## src/rtl/if_fetch_queue.sv

```systemverilog
// Instruction fetch stage with a QDEPTH-entry queue in front of ID.
// Sequential PC reads go to a 1-cycle synchronous IRAM; redirects flush the queue and squash the read in flight.
module if_fetch_queue #(
    parameter int          ADR_W    = 12,
    parameter int          QDEPTH   = 4,
    parameter logic [31:0] NOP_INST = 32'h00000013
) (
    input  logic                      clk,
    input  logic                      rst,
    input  logic                      cpu_start,
    input  logic [29:0]               start_adr,
    input  logic                      redir_trap,
    input  logic [29:0]               trap_vec,
    input  logic                      redir_ret,
    input  logic [29:0]               ret_adr,
    input  logic                      redir_jmp,
    input  logic [29:0]               jmp_adr,
    input  logic                      mon_read_sel,
    output logic                      imem_req,
    output logic [ADR_W-1:0]          imem_radr,
    input  logic [31:0]               imem_rdata,
    output logic                      id_valid,
    input  logic                      id_ready,
    output logic [31:0]               inst_id,
    output logic [29:0]               pc_id,
    output logic                      post_jump_cmd_cond,
    output logic [31:0]               pc_data,
    output logic [$clog2(QDEPTH):0]   q_count
);

    localparam int PW = $clog2(QDEPTH);
    localparam int CW = PW + 1;
    localparam logic [CW:0] DEPTH = (CW+1)'(QDEPTH);

    logic [29:0]   pc_if;
    logic [29:0]   req_pc;
    logic [29:0]   target;
    logic          post_trap;
    logic          inflight;
    logic          redir_eff;
    logic          flush;
    logic          deq;
    logic          enq;
    logic [PW-1:0] rd_ptr;
    logic [PW-1:0] wr_ptr;
    logic [CW-1:0] count;
    logic [CW:0]   occupancy;
    logic [31:0]   inst_q [QDEPTH];
    logic [29:0]   pc_q   [QDEPTH];

    // An xRET or jump arriving right behind a trap belongs to the trapped instruction stream.
    always_comb begin
        redir_eff = redir_trap | ((redir_ret | redir_jmp) & ~post_trap);
        if (redir_trap) begin
            target = trap_vec;
        end else if (redir_ret) begin
            target = ret_adr;
        end else begin
            target = jmp_adr;
        end
    end

    assign flush    = cpu_start | redir_eff;
    assign id_valid = (count != '0);
    assign deq      = id_valid & id_ready;
    assign enq      = inflight & ~flush;

    // Credit check counts the outstanding read so a full queue is never overrun.
    always_comb begin
        occupancy = {1'b0, count} + {{CW{1'b0}}, inflight} - {{CW{1'b0}}, deq};
        imem_req  = ~flush & ~mon_read_sel & (occupancy < DEPTH);
    end

    assign imem_radr = pc_if[ADR_W-1:0];
    assign pc_data   = {pc_if, 2'b00};
    assign q_count   = count;
    assign inst_id   = id_valid ? inst_q[rd_ptr] : NOP_INST;
    assign pc_id     = id_valid ? pc_q[rd_ptr]   : 30'd0;

    always_ff @(posedge clk) begin
        if (rst) begin
            pc_if              <= 30'd0;
            req_pc             <= 30'd0;
            inflight           <= 1'b0;
            post_trap          <= 1'b0;
            post_jump_cmd_cond <= 1'b0;
            rd_ptr             <= '0;
            wr_ptr             <= '0;
            count              <= '0;
        end else begin
            if (cpu_start) begin
                pc_if <= start_adr;
            end else if (redir_eff) begin
                pc_if <= target;
            end else if (imem_req) begin
                pc_if <= pc_if + 30'd1;
            end

            inflight           <= imem_req;
            post_trap          <= redir_trap;
            post_jump_cmd_cond <= redir_ret | redir_jmp;
            if (imem_req) begin
                req_pc <= pc_if;
            end

            if (flush) begin
                rd_ptr <= '0;
                wr_ptr <= '0;
                count  <= '0;
            end else begin
                if (enq) begin
                    wr_ptr <= wr_ptr + PW'(1);
                end
                if (deq) begin
                    rd_ptr <= rd_ptr + PW'(1);
                end
                case ({enq, deq})
                    2'b10:   count <= count + CW'(1);
                    2'b01:   count <= count - CW'(1);
                    default: count <= count;
                endcase
            end
        end
    end

    always_ff @(posedge clk) begin
        if (enq) begin
            inst_q[wr_ptr] <= imem_rdata;
            pc_q[wr_ptr]   <= req_pc;
        end
    end

endmodule

```

## config.mk

```make
export PLATFORM = sky130hd
export DESIGN_NAME = if_fetch_queue
export DESIGN_NICKNAME = d
export VERILOG_FILES = /design/src/rtl/if_fetch_queue.sv
export SDC_FILE = /design/constraint.sdc
export NUM_CORES = 1
export LEC_CHECK = 0
export ABC_AREA = 1
export CORE_UTILIZATION = 45
export DETAILED_ROUTE_END_ITERATION = 6
export PLACE_DENSITY = 0.82
export SYNTH_ARGS = -nofsm -noshare
export SYNTH_HDL_FRONTEND = slang
export SYNTH_SLANG_ARGS = --single-unit
```

## constraint.sdc

```tcl
create_clock -name clk -period 6.1 [get_ports clk]
set_clock_uncertainty 0.2 [all_clocks]
set_input_delay 1.83 -clock clk [delete_from_list [all_inputs] [get_ports clk]]
set_output_delay 1.83 -clock clk [all_outputs]
set_load 0.02 [all_outputs]
```

==> results of run 1 <==
-- area by class of cell --
cell class | count | share of cell area [%]
clock buffers | 46 | 5.18
clock inverters | 15 | 0.810
inverters | 75 | 1.52
multi-input cells | 1099 | 26.3
flip-flops and latches | 320 | 48.0
well taps | 402 | 2.71
repair buffers | 288 | 15.5
-- kinds of logic (layout without fill, tap and decap cells) --
logic type	Yosys count	count (layout)	synth area share [%]
fa+ha+maj	10	10	0.918
simple gates	782	782	21.5
xor+xnor	2	2	0.121
other cells	1	2	0.0260
buf+inv	172	424	5.06
flops	320	320	61.5
compound gates	303	303	10.8
-- power by group through the flow --
| stage | clock network (uW) | registers [uW] | logic [uW] |
|---|---|---|---|
| global placement | 0 | 2460 | 362 |
| global route | 2170 | 2420 | 404 |
| floorplan | 0 | 2460 | 155 |
| detailed placement | 0 | 2460 | 368 |
| finish | 2040 | 2410 | 370 |
| CTS | 2080 | 2410 | 370 |
-- flip-flops by register name, indices dropped and copies added (netlist names), named ones only --
| name | count |
|---|---|
| inflight | 1 |
| inst_q | 128 |
| pc_if | 30 |
| pc_q | 120 |
| post_jump_cmd_cond | 1 |
| post_trap | 1 |
| q_count | 3 |
| rd_ptr | 2 |
| req_pc | 30 |
| wr_ptr | 2 |
-- placed cells by master (no fill, tap or decap), types with 2 or more instances in the layout --
| master | n |
|---|---|
| nor2_1 | 412 |
| clkdlybuf4s50_1 | 268 |
| nand2_1 | 264 |
| edfxtp_1 | 248 |
| o21ai_0 | 196 |
| a21oi_1 | 85 |
| nand3_1 | 84 |
| dfxtp_1 | 70 |
| inv_1 | 69 |
| clkbuf_16 | 37 |
| buf_4 | 16 |
| ha_1 | 9 |
| clkbuf_1 | 9 |
| o21a_1 | 8 |
| clkinv_1 | 7 |
| inv_2 | 6 |
| o21ai_1 | 5 |
| a31oi_1 | 4 |
| nor2_2 | 4 |
| nor2_4 | 4 |
| nand2_2 | 3 |
| o311ai_0 | 3 |
| or2_2 | 3 |
| nor3b_1 | 3 |
| bufinv_16 | 3 |
| buf_12 | 3 |
| conb_1 | 2 |
| clkinv_2 | 2 |
| clkinvlp_4 | 2 |
-- through the flow --
| stage | setup TNS, ns | std cells | total power [uW] | worst slack [ns] | utilization, % |
|---|---|---|---|---|---|
| after CTS | 0 | 2245 | 4860 | 0.00272 | 58.7 |
| after floorplan | 0 | 1591 | 2620 | 0.396 | - |
| after global placement | 0 | 2184 | 2820 | 0.0224 | 55.2 |
| final | 0 | 2245 | 4820 | 0.407 | 58.7 |
| after detailed placement | -0.0286 | 2184 | 2830 | -0.0286 | 55.2 |
| after global routing | 0 | 2245 | 4990 | 0.193 | 58.7 |
-- critical path, cell delays in order --
cell and delay, ns:
clkdlybuf4s50_1 0.45, inv_1 0.04, nor2_2 0.17, ha_1 0.17, inv_1 0.04, ha_1 0.28, nand3_1 0.10, nand2_1 0.08
nand2_1 0.05, nand2_1 0.10, nand2_2 0.07, inv_2 0.06, dlymetal6s2s_1 0.22
-- worst paths after layout --
kind | from | endpoint | slack, ns
max reg2reg | q_count[0] | pc_if[11] | 3.03
min reg2reg | inflight | wr_ptr[0] | 0.28
min | inflight | wr_ptr[0] | 0.28
max | id_ready | imem_req | 0.41
-- timing repair --
action | in CTS | in global routing
resized for setup | 1 | 1
hold buffers | 0 | 0
cloned | 0 | 0
setup endpoints to repair | 1 | 1
-- per-layer routing --
layer / wire length, microns / track usage (%) / vias up
li1: - / - / 5780
met4: 1230 / 8.75 / 0
met3: 2780 / 4.86 / 68
met5: 0 / 0 / -
met1: 15400 / 27.7 / 5488
met2: 19700 / 42.6 / 461
==> results.py, run 1 <==
metrics = {
    "pwr": {
        "swShare_pct": 21.6,
        "p_leak_uw": 0.00680,
        "irDropWorstVdd_mv": 0.199,
        "p_clk_share_pct": 42.3,
        "p_int_uw": 3780,
        "power.switching_uw": 1040,
        "power_density_nw_per_um2": 260,
        "power_frac_comb_pct": 7.7,
        "power_frac_seq_pct": 50.0,
    },
    "placement": {
        "dp_hpwl_microns": 25500,
        "routabilityCongestion": 0.923,
        "place_area_sq_um": 17400,
        "io_buffers": 269,
    },
    "synth": {
        "syn_area_sq_um": 14400,
        "synthFlopType": "edfxtp_1",
        "synth_warnings": 0,
        "synth_commonest_cells": "nor2_1, nand2_1, edfxtp_1",
        "syn_inst": 1590,
        "yosys_register_bits": 320,
        "synth_top_cell_by_area": "edfxtp_1",
        "yosysTopAreaCellShare_pct": 51.6,
        "synth.area.top_cells": "edfxtp_1, nor2_1, dfxtp_1",
        "synth_cell_types": 34,
        "syn_avg_cell_area_sq_um": 9.08,
        "ys_seq_area_share_pct": 61.5,
        "synth.most_common_cell": "nor2_1",
        "async_flop_share_pct": 0,
        "synth-edff-count": 248,
    },
    "worst_setup_path": {
        "cp_max_fo": 4,
        "critical_path_class": "in2out",
        "reg2reg_depth": 14,
        "cp.required_ns": 4.07,
        "critPathCaptureType": "output port",
        "start_kind": "primary input",
        "arrival_ns": 3.66,
    },
    "sta": {
        "period_share_pct": 93.3,
        "period_needed_ns": 5.69,
        "fmaxAchievable_mhz": 176,
        "worstMarginPinSlew_ns": 1.04,
        "relSlewSlack_pct": 30.7,
        "hold_slack_ns": 0.276,
        "finalHoldViolations": 0,
        "rsz0062_at_grt": "no",
        "slew_violations": 0,
        "finalSetupViolations": 0,
    },
    "global_route": {
        "grt-ovfl-total": 0,
        "grt_pass1_vias": 11700,
        "grt_max_degree": 91,
        "track_usage_pct": 23.7,
        "grt_pass1_wl_microns": 61000,
        "antenna_found_initial": 0,
    },
    "min_path": {
        "worstHoldPathCells": 2,
        "min_path_type": "reg2reg",
    },
    "clock_tree": {
        "cts-htree-levels": 2,
        "cts_buffers": 34,
        "path_clk_slew_ns": 0.05,
        "cts_tree": "done",
        "post-cts-setup-buffers": 0,
        "cts_buffer_depth": 3,
        "cts-root-buf": "clkbuf_16",
        "clkSinkCount": 320,
        "clock_latency_ns": 0.50,
    },
    "finish": {
        "final_layout_size_suffix_gt1_share_pct": 4.83,
        "fillers": 2639,
        "multiInputGateArea_sq_um": 4860,
        "finalNetCount": 1988,
        "regArea_sq_um": 8890,
        "area_delta_synth_final_pct": 28.3,
        "num_antenna_cells": 0,
        "design_area_sq_um": 18500,
    },
    "floorplanning": {
        "rows": 65,
        "design.core.area_sq_um": 31600,
        "die-area_sq_um": 32800,
        "die_w_microns": 181,
        "start_util_pct": 45.8,
        "die_y_microns": 181,
        "io_pins": 272,
    },
    "drt": {
        "drtIter0Drc": 927,
        "wire_per_inst_microns": 17.4,
        "viasPerCell": 5.25,
        "wirelength_microns": 39100,
        "vias": 11800,
        "drc": 0,
        "antenna_left": 0,
        "first_pass_iters": 7,
    },
    "outcome": {
        "status": "completed",
    },
    "run": {
        "cap_violations": 0,
    },
}
Note: power is estimated with default switching activity, not from simulation.
==> run 2: changes to the inputs <==
==> constraint.sdc (replaced) <==
create_clock -name clk -period 7.1 [get_ports clk]
set_clock_uncertainty 0.2 [all_clocks]
set_input_delay 2.13 -clock clk [delete_from_list [all_inputs] [get_ports clk]]
set_output_delay 2.13 -clock clk [all_outputs]
set_load 0.02 [all_outputs]
==> run 2 against run 1 <==
  * Largest power group unchanged
  * Global-route usage shrank 0.69 points
  * Final cell count fell by 0.22%
  * Die area stayed put
  * Worst hold slack improved by 0.0079 ns
  * Clock-buffer cell count decreased by 6
  * Sequential share of layout area is 0.078 points higher
==> results.py, run 2 (synthesis results as in run 1) <==
metrics = {
    "global_route": {
        "antenna_found_initial": 0,
        "track_usage_pct": 23.0,
        "grt_max_degree": 90,
        "grt-ovfl-total": 0,
        "grt_pass1_wl_microns": 59600,
        "grt_pass1_vias": 11500,
    },
    "outcome": {
        "status": "completed",
    },
    "finish": {
        "num_antenna_cells": 0,
        "fin_util_pct": 58.6,
        "finalNetCount": 1983,
        "largest_register": "inst_q",
        "largest_reg_flops": 128,
        "regArea_sq_um": 8890,
        "largestRegisters": "inst_q (128), pc_q (120)",
        "area_delta_synth_final_pct": 28.1,
        "layout_common_cells": "nor2_1, clkdlybuf4s50_1, nand2_1",
        "final_common_cell": "nor2_1",
        "final_layout_size_suffix_gt1_share_pct": 5.39,
        "multiInputGateArea_sq_um": 4860,
        "design_area_sq_um": 18500,
        "fillers": 2682,
    },
    "clock_tree": {
        "postCtsHoldBufs": 0,
        "clkSinkCount": 320,
        "cts_buffers": 31,
        "post-cts-setup-buffers": 0,
        "clock_latency_ns": 0.56,
        "cts_tree": "done",
        "cts-htree-levels": 1,
        "cts_buffer_depth": 3,
        "cts-resized-gates": 0,
        "cts-root-buf": "clkbuf_16",
        "path_clk_slew_ns": 0.07,
    },
    "worst_setup_path": {
        "start_kind": "primary input",
        "crit_chain": "clkdlybuf4s50_1 -> inv_1 -> nor2_1 -> ha_1 -> inv_1 -> ha_1 -> nand3_1 -> nand2_1 -> nand2_1 -> nand2_1 -> nand2_2 -> inv_2 -> clkdlybuf4s50_1",
        "cp_slowest_cell": "clkdlybuf4s50_1",
        "reg2reg_depth": 14,
        "worst-path-stages": 13,
        "crit_buf_inv": 5,
        "cp.required_ns": 4.77,
        "arrival_ns": 4.47,
        "critical_path_class": "in2out",
        "cp_max_fo": 4,
        "path_common_cell": "nand2_1",
        "critPathCaptureType": "output port",
        "critPathMaxStageDelay_ns": 0.59,
        "cpLargestDelayFamily": "buffers and inverters",
    },
    "floorplanning": {
        "die-area_sq_um": 32800,
        "io_pins": 272,
        "rows": 65,
        "die_y_microns": 181,
        "design.core.area_sq_um": 31600,
        "start_util_pct": 45.8,
        "die_w_microns": 181,
    },
    "pwr": {
        "power_density_nw_per_um2": 224,
        "irDropWorstVdd_mv": 0.189,
        "p_leak_uw": 0.00678,
    },
    "drt": {
        "viasPerCell": 5.27,
        "vias": 11800,
        "antenna_left": 0,
        "wirelength_microns": 38000,
        "drc": 0,
        "first_pass_iters": 5,
        "wire_per_inst_microns": 16.9,
        "drtIter0Drc": 852,
    },
    "sta": {
        "finalSetupViolations": 0,
        "slew_violations": 0,
        "worstMarginPinSlew_ns": 1.02,
        "tns_ns": 0,
        "relSlewSlack_pct": 31.8,
        "rsz0062_at_grt": "no",
        "period_share_pct": 95.8,
        "finalHoldViolations": 0,
        "period_needed_ns": 6.80,
        "fmaxAchievable_mhz": 147,
    },
    "min_path": {
        "worstHoldPathCells": 2,
        "min_path_type": "reg2reg",
    },
    "placement": {
        "routabilityCongestion": 0.901,
        "io_buffers": 269,
        "place_area_sq_um": 17400,
        "dp_hpwl_microns": 24700,
    },
    "run": {
        "cap_violations": 0,
    },
}
-- run 2: changes by cell type in the layout (fill, tap and decap cells not counted), sizes merged --
cell / change
bufinv: -2
clkinvlp: +3
buf: -2
clkbuf: -6
inv: +4
clkinv: -2
dlymetal6s2s: -1
clkdlybuf4s50: +1
-- run 2: layout make-up --
class | count | share of cell area, %
multi-input cells | 1099 | 26.3
clock buffers | 40 | 5.35
flip-flops and latches | 320 | 48.1
clock inverters | 18 | 0.798
inverters | 75 | 1.52
well taps | 402 | 2.72
repair buffers | 286 | 15.2
-- run 2: final timing paths --
| path | from | end | slack, ns |
|---|---|---|---|
| setup / recovery | id_ready | imem_req | 0.30 |
| setup reg to reg | q_count[0] | pc_if[2] | 3.99 |
| hold / removal | inflight | wr_ptr[0] | 0.28 |
| hold reg to reg | inflight | wr_ptr[0] | 0.28 |
-- run 2: per-layer routing --
layer | wire, microns | global-route usage (%) | part of all wire [%] | up-vias
met1 | 15200 | 28.2 | 40 | 5478
met5 | 0 | 0 | 0 | -
met2 | 18700 | 40.5 | 49 | 496
li1 | - | - | - | 5760
met4 | 1070 | 7.49 | 2.8 | 0
met3 | 2980 | 4.31 | 7.9 | 61
-- run 2: tightest hold or removal path, stage by stage, from the launching register on --
cell,delay [ns]
dfxtp_1,0.32
nand2_1,0.06
a21oi_1,0.05
-- run 2: metrics by stage --
stage | setup WS, ns | std cells | hold WS [ns] | power (uW)
floorplan | 1.10 | 1591 | 0.252 | 2250
global placement | 0.369 | 2182 | 0.264 | 2420
detailed placement | 0.303 | 2182 | 0.273 | 2430
CTS | 0.298 | 2240 | 0.289 | 4170
global route | 0.121 | 2240 | 0.324 | 4270
finish | 0.299 | 2240 | 0.284 | 4140
-- run 2: report_power, final --
group          switching (uW)  total, uW  internal (uW)
Sequential               41.2       2070           2030
Combinational             157        317            159
Clock                     717       1750           1030
==> run 3: changes to the inputs <==
--- a/config.mk
+++ b/config.mk
@@ -6,6 +6,7 @@
 export NUM_CORES = 1
 export LEC_CHECK = 0
 export ABC_AREA = 1
+export CORE_MARGIN = 2
 export CORE_UTILIZATION = 45
 export DETAILED_ROUTE_END_ITERATION = 6
 export PLACE_DENSITY = 0.82
==> run 3 against run 2 <==
  * First-iteration DRC count increased by 20%
  * Critical path depth unchanged
  * Global-route usage decreased by 0.19 points
  * Wire length increased by 2.1%
  * Clock power about the same
  * Register-to-register slack improved by 0.09 ns
  * Utilization decreased by 0.083 points
  * Non-clock buffer count unchanged
  * Total power about the same
  * Setup slack improved by 0.052 ns
  * Critical endpoint unchanged
  * Largest cell class unchanged
  * Largest power group unchanged
==> results.py, run 3 (synthesis results as in run 1) <==
metrics = {
    "worst_setup_path": {
        "cp_max_fo": 4,
        "r2r_slack_ns": 4.08,
        "critical_path_class": "in2out",
        "cp_slowest_cell": "clkdlybuf4s50_1",
        "arrival_ns": 4.42,
        "reg2reg_depth": 15,
        "crit_chain": "clkdlybuf4s50_1 -> inv_1 -> nor2_1 -> ha_1 -> inv_1 -> ha_1 -> nand3_1 -> nand2_1 -> nand2_1 -> nand2_1 -> nand2_2 -> inv_2 -> clkdlybuf4s50_1",
        "critPathMaxStageDelay_ns": 0.59,
        "start_kind": "primary input",
        "path_common_cell": "nand2_1",
        "cp.required_ns": 4.77,
        "r2r-end": "pc_if[18]",
        "timing.rr.start": "q_count[2]",
        "critPathCaptureType": "output port",
    },
    "finish": {
        "num_antenna_cells": 0,
        "final_common_cell": "nor2_1",
        "largest_register": "inst_q",
        "finalNetCount": 1986,
        "area_delta_synth_final_pct": 27.9,
        "largest_reg_flops": 128,
        "layout_common_cells": "nor2_1, clkdlybuf4s50_1, nand2_1",
        "final_layout_size_suffix_gt1_share_pct": 4.89,
        "largestRegisters": "inst_q (128), pc_q (120)",
    },
    "global_route": {
        "grt-ovfl-total": 0,
        "grt_pass1_wl_microns": 59600,
        "grt_pass1_vias": 11400,
        "grt_max_degree": 70,
        "track_usage_pct": 22.8,
        "antenna_found_initial": 0,
    },
    "sta": {
        "layout_setup_ws_ns": 0.351,
        "relSlewSlack_pct": 25.9,
        "period_needed_ns": 6.75,
        "finalHoldViolations": 0,
        "rsz0062_at_grt": "no",
        "worstMarginPinSlew_ns": 1.11,
        "period_share_pct": 95.1,
        "finalSetupViolations": 0,
        "tns_ns": 0,
        "fmaxAchievable_mhz": 148,
        "slew_violations": 0,
    },
    "floorplanning": {
        "die_y_microns": 183,
        "start_util_pct": 45.8,
        "design.core.area_sq_um": 31600,
        "rows": 65,
        "io_pins": 272,
        "die_w_microns": 183,
        "die-area_sq_um": 33500,
    },
    "drt": {
        "wirelength_microns": 38800,
        "drc": 0,
        "drtIter0Drc": 1022,
        "antenna_left": 0,
        "first_pass_iters": 6,
        "vias": 11700,
        "viasPerCell": 5.23,
        "wire_per_inst_microns": 17.3,
    },
    "clock_tree": {
        "clkSinkCount": 320,
        "cts_buffers": 34,
        "postCtsHoldBufs": 0,
        "cts-root-buf": "clkbuf_16",
        "post-cts-setup-buffers": 0,
        "cts-resized-gates": 0,
        "cts_tree": "done",
        "path_clk_slew_ns": 0.06,
        "clock_latency_ns": 0.50,
        "cts_buffer_depth": 3,
        "cts-htree-levels": 2,
    },
    "placement": {
        "routabilityCongestion": 0.881,
        "io_buffers": 269,
        "place_ws_ns": 0.345,
        "dp_hpwl_microns": 24900,
    },
    "run": {
        "cap_violations": 0,
    },
    "pwr": {
        "irDropWorstVdd_mv": 0.147,
        "p_leak_uw": 0.00676,
        "power_density_nw_per_um2": 224,
    },
    "min_path": {
        "min_to": "wr_ptr[0]",
        "worstHoldPathCells": 2,
        "min_path_type": "reg2reg",
        "hp-start": "inflight",
    },
    "outcome": {
        "status": "completed",
    },
}
-- run 3: worst max-delay path by stage --
stage	endpoint	startpoint	slack, ns	cells after the start
global placement	imem_req	id_ready	0.37	13
finish	imem_req	id_ready	0.35	13
CTS	imem_req	id_ready	0.34	13
global route	imem_req	id_ready	0.16	13
floorplan	inst_q[0][0]	redir_ret	1.10	7
detailed placement	imem_req	id_ready	0.35	13
-- run 3: metrics by stage --
stage | cell area, sq um | std cells | total power (uW) | hold WS [ns] | utilization [%]
final | 18500 | 2243 | 4130 | 0.278 | 58.5
after global routing | 18500 | 2243 | 4270 | 0.312 | 58.5
after floorplan | 14400 | 1591 | 2250 | 0.252 | -
after detailed placement | 17400 | 2182 | 2430 | 0.275 | 55.1
after global placement | 17400 | 2182 | 2430 | 0.265 | 55.1
after CTS | 18500 | 2243 | 4170 | 0.285 | 58.5
-- run 3: layout make-up --
class | instances | area [sq um]
fill | 2686 | 13100
sequential | 320 | 8890
tap | 402 | 503
clock inverter | 20 | 221
timing repair buffer | 286 | 2830
inverter | 75 | 282
multi-input combinational | 1099 | 4860
clock buffer | 41 | 877
-- run 3: worst max-delay path: cells and delay by family --
| kind | cells | cell delay, ns |
|---|---|---|
| fa+ha+maj | 2 | 0.46 |
| simple gates | 6 | 0.64 |
| buf+inv | 5 | 1.19 |
-- run 3: report_power, final --
group / switching, uW / internal (uW)
logic: 160 / 159
clock network: 708 / 1030
registers: 41.4 / 2030
total: 909 / 3230
-- run 3: layer usage --
metal  GRT usage (%)  wire length [microns]
met5               0                      0
met4            8.32                   1120
met3            4.07                   2720
met2            40.5                  19000
met1            27.7                  16000
